[src/rtl/imem_loader_if.sv]
// imem_loader_if -- byte-stream and instruction-memory write bus for imem_loader.
//   master : stream source / system side (drives start, byte_valid, byte_data)
//   slave  : the loader (drives byte_ready, imem_*, core_hold, done, err)
interface imem_loader_if;
   logic        start;
   logic        byte_valid;
   logic [7:0]  byte_data;
   logic        byte_ready;
   logic        imem_we;
   logic [31:0] imem_addr;
   logic [31:0] imem_wdata;
   logic        core_hold;
   logic        done;
   logic        err;

   modport master (
      output start, byte_valid, byte_data,
      input  byte_ready, imem_we, imem_addr, imem_wdata, core_hold, done, err
   );

   modport slave (
      input  start, byte_valid, byte_data,
      output byte_ready, imem_we, imem_addr, imem_wdata, core_hold, done, err
   );
endinterface

[src/rtl/imem_loader.sv]
// imem_loader -- boot-time instruction-memory writer.
//   Consumes a byte stream: 16-bit little-endian word count, the words
//   (little-endian bytes), then one XOR checksum byte over the data bytes.
//   Each assembled word is written to BASE_ADDR + 4*word_idx. The core is held
//   (core_hold=1) until a load finishes with a matching checksum.
// Ports:
//   i_clk    : clock, all state on rising edge
//   i_reset  : asynchronous reset, active low
//   bus      : imem_loader_if.slave
//              start/byte_valid/byte_data in; byte_ready, imem_we/addr/wdata,
//              core_hold, done, err out (all registered)
module imem_loader #(
   parameter int          ADDR_W    = 10,
   parameter logic [31:0] BASE_ADDR = 32'h0
) (
   input  logic          i_clk,
   input  logic          i_reset,
   imem_loader_if.slave  bus
);

   typedef enum logic [2:0] {
      S_IDLE, S_LEN0, S_LEN1, S_DATA, S_WRITE, S_CSUM, S_DONE, S_ERR
   } state_t;

   // Capacity in words; a header larger than this is rejected.
   localparam logic [16:0] CAP = 17'(2**ADDR_W);

   state_t            r_state;
   logic [15:0]       r_len;
   logic [7:0]        r_csum;
   logic [ADDR_W:0]   r_word_idx;   // one extra bit: can reach 2**ADDR_W
   logic [1:0]        r_bcnt;
   logic [23:0]       r_word;       // first three bytes of the word in flight
   logic              r_byte_ready;
   logic              r_imem_we;
   logic [31:0]       r_imem_addr;
   logic [31:0]       r_imem_wdata;
   logic              r_core_hold;
   logic              r_done;
   logic              r_err;

   logic              w_take;
   logic [15:0]       w_len_full;
   logic [ADDR_W:0]   w_idx_nxt;
   logic              w_last;
   logic [31:0]       w_addr;

   assign w_take     = bus.byte_valid & r_byte_ready;
   assign w_len_full = {bus.byte_data, r_len[7:0]};
   assign w_idx_nxt  = r_word_idx + (ADDR_W+1)'(1);
   assign w_last     = (32'(w_idx_nxt) == 32'(r_len));
   assign w_addr     = BASE_ADDR + (32'(r_word_idx) << 2);

   always_ff @(posedge i_clk or negedge i_reset) begin
      if (!i_reset) begin
         r_state      <= S_IDLE;
         r_len        <= '0;
         r_csum       <= '0;
         r_word_idx   <= '0;
         r_bcnt       <= '0;
         r_word       <= '0;
         r_byte_ready <= 1'b0;
         r_imem_we    <= 1'b0;
         r_imem_addr  <= '0;
         r_imem_wdata <= '0;
         r_core_hold  <= 1'b1;
         r_done       <= 1'b0;
         r_err        <= 1'b0;
      end else begin
         // Write strobe is a single-cycle pulse, only re-armed from DATA.
         r_imem_we <= 1'b0;
         case (r_state)
            S_IDLE, S_DONE, S_ERR: begin
               if (bus.start) begin
                  r_state      <= S_LEN0;
                  r_byte_ready <= 1'b1;
                  r_core_hold  <= 1'b1;
                  r_done       <= 1'b0;
                  r_err        <= 1'b0;
                  r_len        <= '0;
                  r_csum       <= '0;
                  r_word_idx   <= '0;
                  r_bcnt       <= '0;
               end
            end
            S_LEN0: begin
               if (w_take) begin
                  r_len[7:0] <= bus.byte_data;
                  r_state    <= S_LEN1;
               end
            end
            S_LEN1: begin
               if (w_take) begin
                  r_len[15:8] <= bus.byte_data;
                  if ({1'b0, w_len_full} > CAP) begin
                     r_state      <= S_ERR;
                     r_byte_ready <= 1'b0;
                     r_err        <= 1'b1;
                  end else if (w_len_full == 16'd0) begin
                     r_state <= S_CSUM;
                  end else begin
                     r_state <= S_DATA;
                  end
               end
            end
            S_DATA: begin
               if (w_take) begin
                  r_csum <= r_csum ^ bus.byte_data;
                  r_bcnt <= r_bcnt + 2'd1;
                  if (r_bcnt == 2'd3) begin
                     // Fourth byte goes straight into the top lane of the write.
                     r_imem_we    <= 1'b1;
                     r_imem_addr  <= w_addr;
                     r_imem_wdata <= {bus.byte_data, r_word};
                     r_byte_ready <= 1'b0;
                     r_state      <= S_WRITE;
                  end else begin
                     r_word[{r_bcnt, 3'b000} +: 8] <= bus.byte_data;
                  end
               end
            end
            S_WRITE: begin
               r_word_idx   <= w_idx_nxt;
               r_byte_ready <= 1'b1;
               r_state      <= w_last ? S_CSUM : S_DATA;
            end
            S_CSUM: begin
               if (w_take) begin
                  r_byte_ready <= 1'b0;
                  if (bus.byte_data == r_csum) begin
                     r_state     <= S_DONE;
                     r_done      <= 1'b1;
                     r_core_hold <= 1'b0;
                  end else begin
                     r_state <= S_ERR;
                     r_err   <= 1'b1;
                  end
               end
            end
            default: r_state <= S_IDLE;
         endcase
      end
   end

   assign bus.byte_ready = r_byte_ready;
   assign bus.imem_we    = r_imem_we;
   assign bus.imem_addr  = r_imem_addr;
   assign bus.imem_wdata = r_imem_wdata;
   assign bus.core_hold  = r_core_hold;
   assign bus.done       = r_done;
   assign bus.err        = r_err;

endmodule

[src/flat_wrapper.sv]
// flat-port wrapper written by rule: the top's interface ports become plain ports
module imem_loader_flat 
#(
   parameter int          ADDR_W    = 10,
   parameter logic [31:0] BASE_ADDR = 32'h0
)
  (i_clk, i_reset, bus_start, bus_byte_valid, bus_byte_data, bus_byte_ready, bus_imem_we, bus_imem_addr, bus_imem_wdata, bus_core_hold, bus_done, bus_err);
  imem_loader_if bus_i ();
  input  logic i_clk;
  input  logic i_reset;
  input wire logic [$bits(bus_i.start)-1:0] bus_start;
  input wire logic [$bits(bus_i.byte_valid)-1:0] bus_byte_valid;
  input wire logic [$bits(bus_i.byte_data)-1:0] bus_byte_data;
  output wire logic [$bits(bus_i.byte_ready)-1:0] bus_byte_ready;
  output wire logic [$bits(bus_i.imem_we)-1:0] bus_imem_we;
  output wire logic [$bits(bus_i.imem_addr)-1:0] bus_imem_addr;
  output wire logic [$bits(bus_i.imem_wdata)-1:0] bus_imem_wdata;
  output wire logic [$bits(bus_i.core_hold)-1:0] bus_core_hold;
  output wire logic [$bits(bus_i.done)-1:0] bus_done;
  output wire logic [$bits(bus_i.err)-1:0] bus_err;
  assign bus_i.start = bus_start;
  assign bus_i.byte_valid = bus_byte_valid;
  assign bus_i.byte_data = bus_byte_data;
  assign bus_byte_ready = bus_i.byte_ready;
  assign bus_imem_we = bus_i.imem_we;
  assign bus_imem_addr = bus_i.imem_addr;
  assign bus_imem_wdata = bus_i.imem_wdata;
  assign bus_core_hold = bus_i.core_hold;
  assign bus_done = bus_i.done;
  assign bus_err = bus_i.err;
  imem_loader #(.ADDR_W(ADDR_W), .BASE_ADDR(BASE_ADDR)) u_core (.i_clk(i_clk), .i_reset(i_reset), .bus(bus_i));
endmodule
[config.mk]
export PLATFORM = sky130hd
export DESIGN_NAME = imem_loader_flat
export DESIGN_NICKNAME = d
export VERILOG_FILES = /design/src/rtl/imem_loader_if.sv /design/src/rtl/imem_loader.sv /design/src/flat_wrapper.sv
export SDC_FILE = /design/constraint.sdc
export NUM_CORES = 1
export LEC_CHECK = 0
export CORE_MARGIN = 2
export CORE_UTILIZATION = 38
export DETAILED_ROUTE_END_ITERATION = 12
export GPL_ROUTABILITY_DRIVEN = 0
export PLACE_DENSITY = 0.7
export SLEW_MARGIN = 20
export SYNTH_ARGS = -nofsm -noshare
export SYNTH_HDL_FRONTEND = slang
export SYNTH_SLANG_ARGS = --single-unit
[constraint.sdc]
create_clock -name i_clk -period 1.75 [get_ports i_clk]
set_input_delay 0.2625 -clock i_clk [delete_from_list [all_inputs] [get_ports i_clk]]
set_output_delay 0.2625 -clock i_clk [all_outputs]
set_load 0.02 [all_outputs]
Word level (Yosys, flattened, before mapping)
Cells that the tools add are included.
- register bits after elaboration: 112
- input port bits: 12
- output and inout port bits: 69
- word-level logic and storage cells: 108
- bitwise operators: 3
- mux-type cells: 46
- reductions and logical operators: 20
- shift-type cells: 2
- magnitude comparators: 1
- $add $sub $neg: 3
- equality and inequality tests: 19
- operator list (kind ; number):
    one-hot mux 8 bit (2 select lines) ; 3
    two-way mux 3 bit ; 9
    bitwise mux 24 bit ; 1
    two-way mux 8 bit ; 3
    variable shift 8 x 7 -> 24 bit (first input constant) ; 1
    variable part select 8 x 7 -> 24 bit ; 1
    one-hot mux 11 bit (2 select lines) ; 1
    two-way mux 1 bit ; 19
    one-hot mux 3 bit (6 select lines) ; 1
    equality test 11 x 16 -> 1 bit ; 1
    greater-than comparator 16 x 11 -> 1 bit (second input constant) ; 1
    zero test 16 bit ; 1
    two-way mux 16 bit ; 1
    AND reduction 3 bit ; 5
    != test 2 x 1 -> 1 bit (second input constant) ; 7
    equality test 3 bit (second input constant) ; 4
    AND reduction 6 bit ; 2
    adder 11 x 1 -> 11 bit (second input constant) ; 1
    two-way mux 11 bit ; 1
    nonzero test 2 bit ; 5
    equality test 8 bit ; 1
    bitwise XOR 8 bit ; 1
    negator 5 -> 7 bit ; 1
    AND reduction 7 bit ; 1
    other kinds (18) ; 22

Logic depth before layout (Yosys ltp)
Gate-level depths: netlist (run 1).
- depth in word-level cells: 5
- gate-level depth with buffers: 8
- depth with buffers taken out: 7

Worst setup path after synthesis (run 1)
OpenSTA, ideal clock, no wires.
- path type: register -> register
- start: register u_core.r_word_idx[4]
- end: register u_core.r_state[1]
- buffers on the path: 1
- data required time: 1.611 ns
- stages on the path, launching flop included: 8
- library setup time: 0.139 ns
- arrival time: 1.752 ns
- setup slack: -0.141 ns
- clock period less this slack: 1.891 ns
- path through: dfrtp_1 -> buf_2 -> nand4_4 -> nor3_1 -> mux2_2 -> a311oi_1 -> and3_1 -> o211ai_2
- cells in the longest elaborated chain, start to end: 4
- ends and longest elaborated chain (item ; RTL line ; RTL):
    from (decl) ; imem_loader.sv:31 ; logic [ADDR_W:0] r_word_idx;
    from (signal assigned) ; imem_loader.sv:123 ; r_word_idx <= w_idx_nxt;
    adder 11 x 1 -> 11 bit ; imem_loader.sv:50 ; assign w_idx_nxt = r_word_idx + (ADDR_W+1)'(1);
    equality test 11 x 16 -> 1 bit ; imem_loader.sv:51 ; assign w_last = (32'(w_idx_nxt) == 32'(r_len));
    two-way mux 3 bit ; imem_loader.sv:125 ; r_state <= w_last ? S_CSUM : S_DATA;
    one-hot mux 3 bit (6 select lines) ; imem_loader.sv:72 ; case (r_state)
    to (signal assigned) ; imem_loader.sv:125 ;
    to (decl) ; imem_loader.sv:28 ; state_t r_state;
No other way between the ends.
A chain may end at the register's enable or synchronous reset.

Worst setup path in the final report (run 1)
- start: register u_core.r_len[11]
- end: register u_core.r_state[1]
- cells in the longest elaborated chain, start to end: 3
- ends and longest elaborated chain (item ; RTL line ; RTL):
    from (decl) ; imem_loader.sv:29 ; logic [15:0] r_len;
    from (signal assigned) ; imem_loader.sv:94 ; r_len[15:8] <= bus.byte_data;
    equality test 11 x 16 -> 1 bit ; imem_loader.sv:51 ;
    two-way mux 3 bit ; imem_loader.sv:125 ;
    one-hot mux 3 bit (6 select lines) ; imem_loader.sv:72 ;
No other way between the ends.

==> run summary, run 1 <==
The data arrival time at the worst-slack endpoint was 2.13 ns. Once placement finished, the instance area stood at 6860 µm². For the count of routing violations after the opening detailed-route iteration, the log shows 311. The number of synthesized register bits is 112. The worst setup path is of the reg2reg kind. The final layout contains 707 nets. The commonest cells after synthesis are sky130_fd_sc_hd__nand2_1 (124), sky130_fd_sc_hd__dfrtp_1 (111), sky130_fd_sc_hd__o21ai_0 (59). The final worst slack came out at -0.145 ns.

For the count of nets left with antenna violations after detail routing, the log shows 0. The met1 capacity usage during global routing was 0.229; the first-pass GRT wire length was 22200 µm. Of all nets on the critical path, the largest fanout is 2. Once placement completed, the tool counted placed cells totaling 853. The mapped netlist covers 5520 µm².

The die is 125 µm tall. The highest cell delay on the worst timing path was 0.53 ns; the post-route setup TNS was -0.225 ns. The most common cell in the synthesized netlist is sky130_fd_sc_hd__nand2_1. The layer flagged by global routing as most heavily used is met2.

The logs give 0.00901 ns for the setup clock skew after layout and 0.296 for the global-route met2 utilization. After detailed routing, the average wire length per cell comes to 15.6 µm. The tools report the detailed-routing iteration count for the pre-antenna-repair pass as 5. TritonCTS built the clock tree. The critical path goes through or4_4 -> nor4_2 -> nand2_1 -> nor4_2 -> and3_1 -> o211ai_2. The async set-or-reset flop fraction in the synthesized netlist came out at 1.00.

The run gives 0.714 mV as the peak supply drop. The count of fill cells added during filler insertion is 1245. The logs give 42 for the largest net degree at the start of global routing and 4456 for the total via count after detailed routing. For the worst endpoint required time, the log shows 1.98 ns. The initial standard-cell utilization of the core was 0.384; the number of clock sinks was 112.

The share of the synthesized area in the top cell type was 0.503; the number of clock buffers inserted by TritonCTS was 9. The final routed DRC violation total came out at 0. By area the synthesized netlist is led by sky130_fd_sc_hd__dfrtp_1 (50%), sky130_fd_sc_hd__mux2_2 (9.0%), sky130_fd_sc_hd__nand2_1 (8.4%). Setup repair after global routing could not meet its margin everywhere.

The run gives 59 as the count of different cell masters after synthesis. The number of global-route vias before repair is 4421. Once detailed placement completed, the half-perimeter wirelength came to 10100 µm. The run gives 0 as the number of antenna violations at the first check in global routing. The prevailing post-synth register cell was sky130_fd_sc_hd__dfrtp_1.

The cell count after synthesis came out at 556. The final reports fail on negative setup slack. The region available for standard cell placement spans 14400 µm². Clock-pin transition on the worst setup and hold timing paths: 0.07 ns.

In this run the clock root is driven by a sky130_fd_sc_hd__clkbuf_16. The count of buffer and inverter cells on the critical path is 0. Input and output buffers added on the ports amount to 59.

The total power per unit cell area was 1170 nW/µm². Share of the clock period used by the worst path after layout: 1.08. The worst hold path begins at bus_byte_data[6]. For this design the static power due to leakage is 0.00341 µW.

The growth of design area from synthesis to finish works out to 32.9%. Maximum buffer depth of the clock tree: 2. Leaving out filler cells and counting taps, the final layout contains 875. The met3 layer usage reported by global route is 0.0408. The logs give 0.508 for the sequential fraction of the synthesis area and 81 for the number of top-level pins. The number of antenna diodes in the final layout is 0. Using the TritonRoute via totals, the vias-per-cell ratio works out to 5.09.

The synthesized design spends more area on one cell type than any other, namely sky130_fd_sc_hd__dfrtp_1. For this run the aggregate overflow at the end of global routing stands at 0. The slowest stage of the critical path belongs to the cell sky130_fd_sc_hd__or4_4. Worst min-delay path category: in2reg. The proportion of layout cells with a drive suffix above 1 was 0.289; the final-report hold violation count was 0.

The logs give 0.177 for the total track usage and 0.35 ns for the clock latency on the worst-skew pair. Once layout is done, the placed cells without fillers occupy 7340 µm². The tools report the top achievable clock speed as 0.528 GHz.

The die covers 15500 µm². The run gives 13700 µm as the wire length after detailed routing. Along the worst hold path, the cell count comes to 4.

The startpoint class of the critical path was a flop. The reg-to-reg critical path startpoint was u_core.r_len[11]$_DFFE_PN0P_. Max-cap violations in this run came to 0. For hold timing, the worst endpoint is u_core.r_word[14]$_DFFE_PN0P_. The flow ran to the end, but the final reports show violations.

The cell that appears most often on the critical path is sky130_fd_sc_hd__nor4_2. Category of the worst setup path capture point: a flop. The number of pins with negative max-slew slack in the final report was 0.

Yosys printed 0 warnings. In this run the horizontal extent of the chip is 125 µm. Among cell families on the critical path, the largest total delay comes from simple AND/OR/NAND/NOR gates.

The final total power was 8620 µW; the final period demand of the worst path was 1.90 ns. The depth of the most critical reg-to-reg path is 6, and the deepest level of the CTS H-tree is 3. In this run, synthesis inferred 0 flip-flops with an integrated enable.

In this run the core area contains 44 standard-cell rows. The internal reg-to-reg setup slack came out at -0.15 ns. The worst register-to-register path ends at u_core.r_state[1]$_DFFE_PN0P_.

The number of endpoints failing setup at the final stage came out at 2. After synthesis, the mean cell area works out to 9.94 µm².
## metal layers
layer | vias to the layer above | share of wire
met3 | 16 | 0.048
li1 | 2126 | -
met4 | 0 | 0.014
met1 | 2198 | 0.43
met5 | - | 0
met2 | 116 | 0.51
## worst max-delay path by stage
stage / from / depth (start not counted) / end
final: u_core.r_len[11]$_DFFE_PN0P_ / 6 / u_core.r_state[1]$_DFFE_PN0P_
after floorplan: u_core.r_word_idx[1]$_DFFE_PN0P_ / 8 / u_core.r_state[1]$_DFFE_PN0P_
after global routing: u_core.r_len[11]$_DFFE_PN0P_ / 6 / u_core.r_state[1]$_DFFE_PN0P_
after global placement: bus_byte_data[0] / 7 / u_core.r_state[2]$_DFFE_PN0P_
after CTS: u_core.r_len[11]$_DFFE_PN0P_ / 6 / u_core.r_state[1]$_DFFE_PN0P_
after detailed placement: bus_byte_data[0] / 7 / u_core.r_state[2]$_DFFE_PN0P_
## per-stage QoR
step | utilization | hold WS [ns] | setup WS (ns)
floorplan | - | -0.0331 | -0.0248
finish | 0.511 | 0.390 | -0.145
CTS | 0.500 | 0.396 | -0.138
global route | 0.511 | 0.404 | -0.175
detailed placement | 0.477 | 0.236 | -0.565
global placement | 0.477 | 0.221 | -0.445
## flip-flops by register name, indices dropped and copies added, names as in the netlist, 2 cells and up
register and cells:
u_core.r_csum 8, u_core.bus.imem_wdata 32, u_core.r_word 24, u_core.r_state 3
u_core.r_word_idx 11, u_core.r_bcnt 2, u_core.bus.imem_addr 11, u_core.r_len 16
## cell type report
class | instances | area [µm²] | share of cell area
repair buffers | 154 | 1370 | 0.187
clock buffers | 11 | 243 | 0.0331
well taps | 184 | 230 | 0.0314
inverters | 6 | 22.5 | 0.00307
multi-input cells | 405 | 2620 | 0.357
flip-flops and latches | 112 | 2810 | 0.383
clock inverters | 3 | 43.8 | 0.00596
## power by group
| group | total [µW] | switching (µW) | internal (µW) |
|---|---|---|---|
| registers | 3380 | 374 | 3010 |
| clock network | 2040 | 908 | 1140 |
| logic | 3190 | 1680 | 1510 |
| total | 8620 | 2960 | 5660 |
## cells in the final DEF, fill, tap and decap left out, drive strengths merged, types with 6 or more instances in the layout
| cell type | count |
|---|---|
| dfrtp | 111 |
| nand2 | 126 |
| nor4 | 8 |
| clkdlybuf4s50 | 54 |
| clkbuf | 11 |
| o21ai | 62 |
| ha | 7 |
| nor2b | 15 |
| buf | 95 |
| nor2 | 20 |
| mux2 | 44 |
| nand3 | 21 |
| nor3 | 9 |
| conb | 21 |
| xnor2 | 10 |
| xor2 | 6 |
| a21oi | 6 |
| inv | 6 |
## worst reg2reg max path, delay by kind of cell (launching register included)
family	cells	cell delay, ns
flops	1	0.39
simple gates	5	1.31
compound gates	1	0.08
## cells by family after synthesis
kind of cell,after synthesis,share of synthesized area
other,1,0.000679
XOR/XNOR,16,0.0254
adder cells (fa/ha/maj),7,0.0159
AO/OA/AOI/OAI,94,0.103
flip-flops,112,0.508
multiplexers,46,0.0933
AND/OR/NAND/NOR,221,0.192
buffers and inverters,59,0.0618
## repair_timing
item	4_1_cts	5_1_grt
pin swaps	1	12
setup endpoints to repair	20	36
hold endpoints to repair	25	0
gates cloned	0	0
buffers inserted	0	7
gates resized for setup	11	24
hold buffers	1	0
Power figures use the tool's default switching activity.
==> run 2, diff against run 1 <==
--- a/config.mk
+++ b/config.mk
@@ -6,10 +6,10 @@
 export NUM_CORES = 1
 export LEC_CHECK = 0
 export CORE_MARGIN = 2
-export CORE_UTILIZATION = 38
+export CORE_UTILIZATION = 34
 export DETAILED_ROUTE_END_ITERATION = 12
 export GPL_ROUTABILITY_DRIVEN = 0
-export PLACE_DENSITY = 0.7
+export PLACE_DENSITY = 0.64
 export SLEW_MARGIN = 20
 export SYNTH_ARGS = -nofsm -noshare
 export SYNTH_HDL_FRONTEND = slang
==> run summary, run 2 (synthesis results as in run 1) <==
The final cell utilization of the core was 0.459. Leaving out fill and tap cells, the most frequent cells in the layout are sky130_fd_sc_hd__nand2_1 (124), sky130_fd_sc_hd__dfrtp_1 (108), sky130_fd_sc_hd__buf_4 (84). In this run the horizontal extent of the chip is 131 µm. The logs give 9870 µm for the post-detailed-placement half-perimeter wirelength and 1.99 ns for the worst endpoint required time.

Final-report hold violation count: 0. The H-tree was split into 3 levels. The tools report the startpoint class of the critical path as a flop. The via density per instance was 4.85; the floorplan die area was 17300 µm². After floorplanning, the core was divided into 46 placement rows. Walking the worst path, the cells encountered are or4_4 -> nor4_4 -> nand2_1 -> nor4_2 -> and3_1 -> o211ai_2. The data arrival time at the worst-slack endpoint was 2.16 ns; the share of the clock period used by the worst path after layout was 1.10.

The register with the most flip-flops in the layout has 32 of them. The first global-routing pass estimated 22300 µm of wire. The run gives 2 as the maximum buffer depth of the clock tree.

For this block, the initial DRC count from the detailed router was 363. For the pre-CTS setup slack, the log shows -0.493 ns. The sequential cells in the finished layout cover a total of 2810 µm². Leaving out fill and tap cells, the most frequent cell in the layout is sky130_fd_sc_hd__nand2_1. The count of buffer and inverter cells on the critical path was 0; the top achievable clock speed was 0.521 GHz. Input and output buffers added on the ports amount to 59.

The min-delay analysis places its worst path in the category in2async. The detailed-routing iteration count for the pre-antenna-repair pass is 6, and the total power per unit cell area is 1160 nW/µm². The final routed DRC violation total came out at 0. The detailed router placed 4384 vias in this run. VDD sags by at most 0.602 mV. The highest cell delay on the worst timing path was 0.55 ns; the number of antenna cells inserted was 0.

The number of pins with negative max-slew slack in the final report is 0, and the average wire length per cell after detail routing is 14.8 µm. Max-cap violations in this run came to 0. Clock skew on the completed layout was measured at 0.0107 ns. The final reports fail on negative setup slack. Kind of cell adding the most delay to the critical path: simple AND/OR/NAND/NOR gates. Setup violations remaining at the end of the flow were counted as 5. In the final layout, the multi-input gates occupy 2550 µm². The setup path with the least slack is of type reg2reg. The clock drives 112 sinks.

The proportion of layout cells with a drive suffix above 1 is 0.261, and the total leakage power is 0.00337 µW. The filler cells instantiated in the layout total 1502. The clock-pin transition on the worst setup and hold timing paths works out to 0.08 ns.

The smallest clock period supported by the final layout is computed as 1.92 ns. Among all stages on the critical path, the largest delay is contributed by sky130_fd_sc_hd__or4_4. Clock tree synthesis inserted a total of 9 buffers. The flow ran to the end, but the final reports show violations. The vertical die dimension came out at 131 µm. Setup repair after global routing could not meet its margin everywhere. The number of global-route vias before repair was 4454; the largest net degree at the start of global routing was 47.

The category of the worst setup path capture point was a flop. The tools report the total track usage as 0.160. For the number of antenna violations at the first check in global routing, the log shows 0.

The total congestion overflow came out at 0. The later pin in the worst-skew pair is clocked with a latency of 0.36 ns. The growth of design area from synthesis to finish was 31.9%. The final net count was 701. After detailed routing, the total wire length is 13400 µm. The tools report the final worst slack as -0.171 ns. The tools report the clock tree root driver cell as sky130_fd_sc_hd__clkbuf_16. The initial standard-cell utilization of the core was 0.348. Of all nets on the critical path, the largest fanout is 2.

The detail route stage leaves a number of antenna-violating nets equal to 0. The core box area is 15900 µm². TritonCTS built the clock tree. 81 I/O pins were placed.
-- run 2: changes by cell type in the layout (fill, tap and decap cells not counted), moves of 3 or more --
cell,previous run,this run
sky130_fd_sc_hd__nand2_1,121,124
sky130_fd_sc_hd__dfrtp_2,6,3
sky130_fd_sc_hd__nand2_2,5,2
sky130_fd_sc_hd__dfrtp_1,105,108
sky130_fd_sc_hd__buf_4,89,84
-- run 2: final timing paths --
path | slack [ns] | startpoint | cells past startpoint | endpoint
worst max-delay path | -0.17 | u_core.r_len[15]$_DFFE_PN0P_ | 6 | u_core.r_state[1]$_DFFE_PN0P_
worst min-delay path | 0.32 | i_reset | 2 | u_core.bus.imem_wdata[18]$_DFFE_PN0P_
worst min register to register | 0.49 | u_core.r_word[15]$_DFFE_PN0P_ | 2 | u_core.r_word[15]$_DFFE_PN0P_
max in group asynchronous | 0.80 | i_reset | 3 | u_core.bus.core_hold$_DFFE_PN1P_
min in group i_clk | 0.45 | bus_byte_data[0] | 4 | u_core.r_word[8]$_DFFE_PN0P_
worst max register to register | -0.17 | u_core.r_len[15]$_DFFE_PN0P_ | 6 | u_core.r_state[1]$_DFFE_PN0P_
-- run 2: metrics by stage --
step / cell area, µm² / hold WS, ns / power [µW] / TNS [ns] / instances
3_3_place_gp: 6890 / 0.153 / 6070 / -12.52 / 884
4_1_cts: 7260 / 0.318 / 8490 / -0.256 / 902
5_1_grt: 7290 / 0.339 / 9010 / -1.86 / 903
6_report: 7290 / 0.320 / 8480 / -0.269 / 903
3_5_place_dp: 6890 / 0.161 / 6180 / -13.24 / 884
2_1_floorplan: 5650 / -0.0331 / 5060 / -0.0248 / 576
-- run 2: worst reg2reg max path, stage by stage, from the launching register on --
cell                       delay (ns)
sky130_fd_sc_hd__dfrtp_1         0.39
sky130_fd_sc_hd__or4_4           0.55
sky130_fd_sc_hd__nor4_4          0.28
sky130_fd_sc_hd__nand2_1         0.11
sky130_fd_sc_hd__nor4_2          0.16
sky130_fd_sc_hd__and3_1          0.24
sky130_fd_sc_hd__o211ai_2        0.08
-- run 2: what timing repair did --
item,in CTS,in global routing
setup endpoints to repair,11,36
setup buffers,1,1
hold buffers,1,0
endpoints found under the hold margin,16,0
resized for setup,7,5
pin swaps,3,3
-- run 2: layout make-up --
cell class,instances,area share
repair buffers,148,0.182
clock inverters,5,0.00841
inverters,6,0.00309
well taps,216,0.0371
clock buffers,11,0.0347
flip-flops and latches,112,0.385
multi-input cells,405,0.350
-- run 2: per-layer routing --
metal  vias up  part of all wire  GRT usage
li1       2113                 -          -
met1      2141              0.44      0.199
met2       103              0.50      0.271
met3        27             0.039     0.0363
met4         0             0.021     0.0610
met5         -                 0          0
-- run 2: report_power, final --
part           switching (µW)  internal, µW
clock network             966          1200
registers                 374          3000
logic                    1570          1360
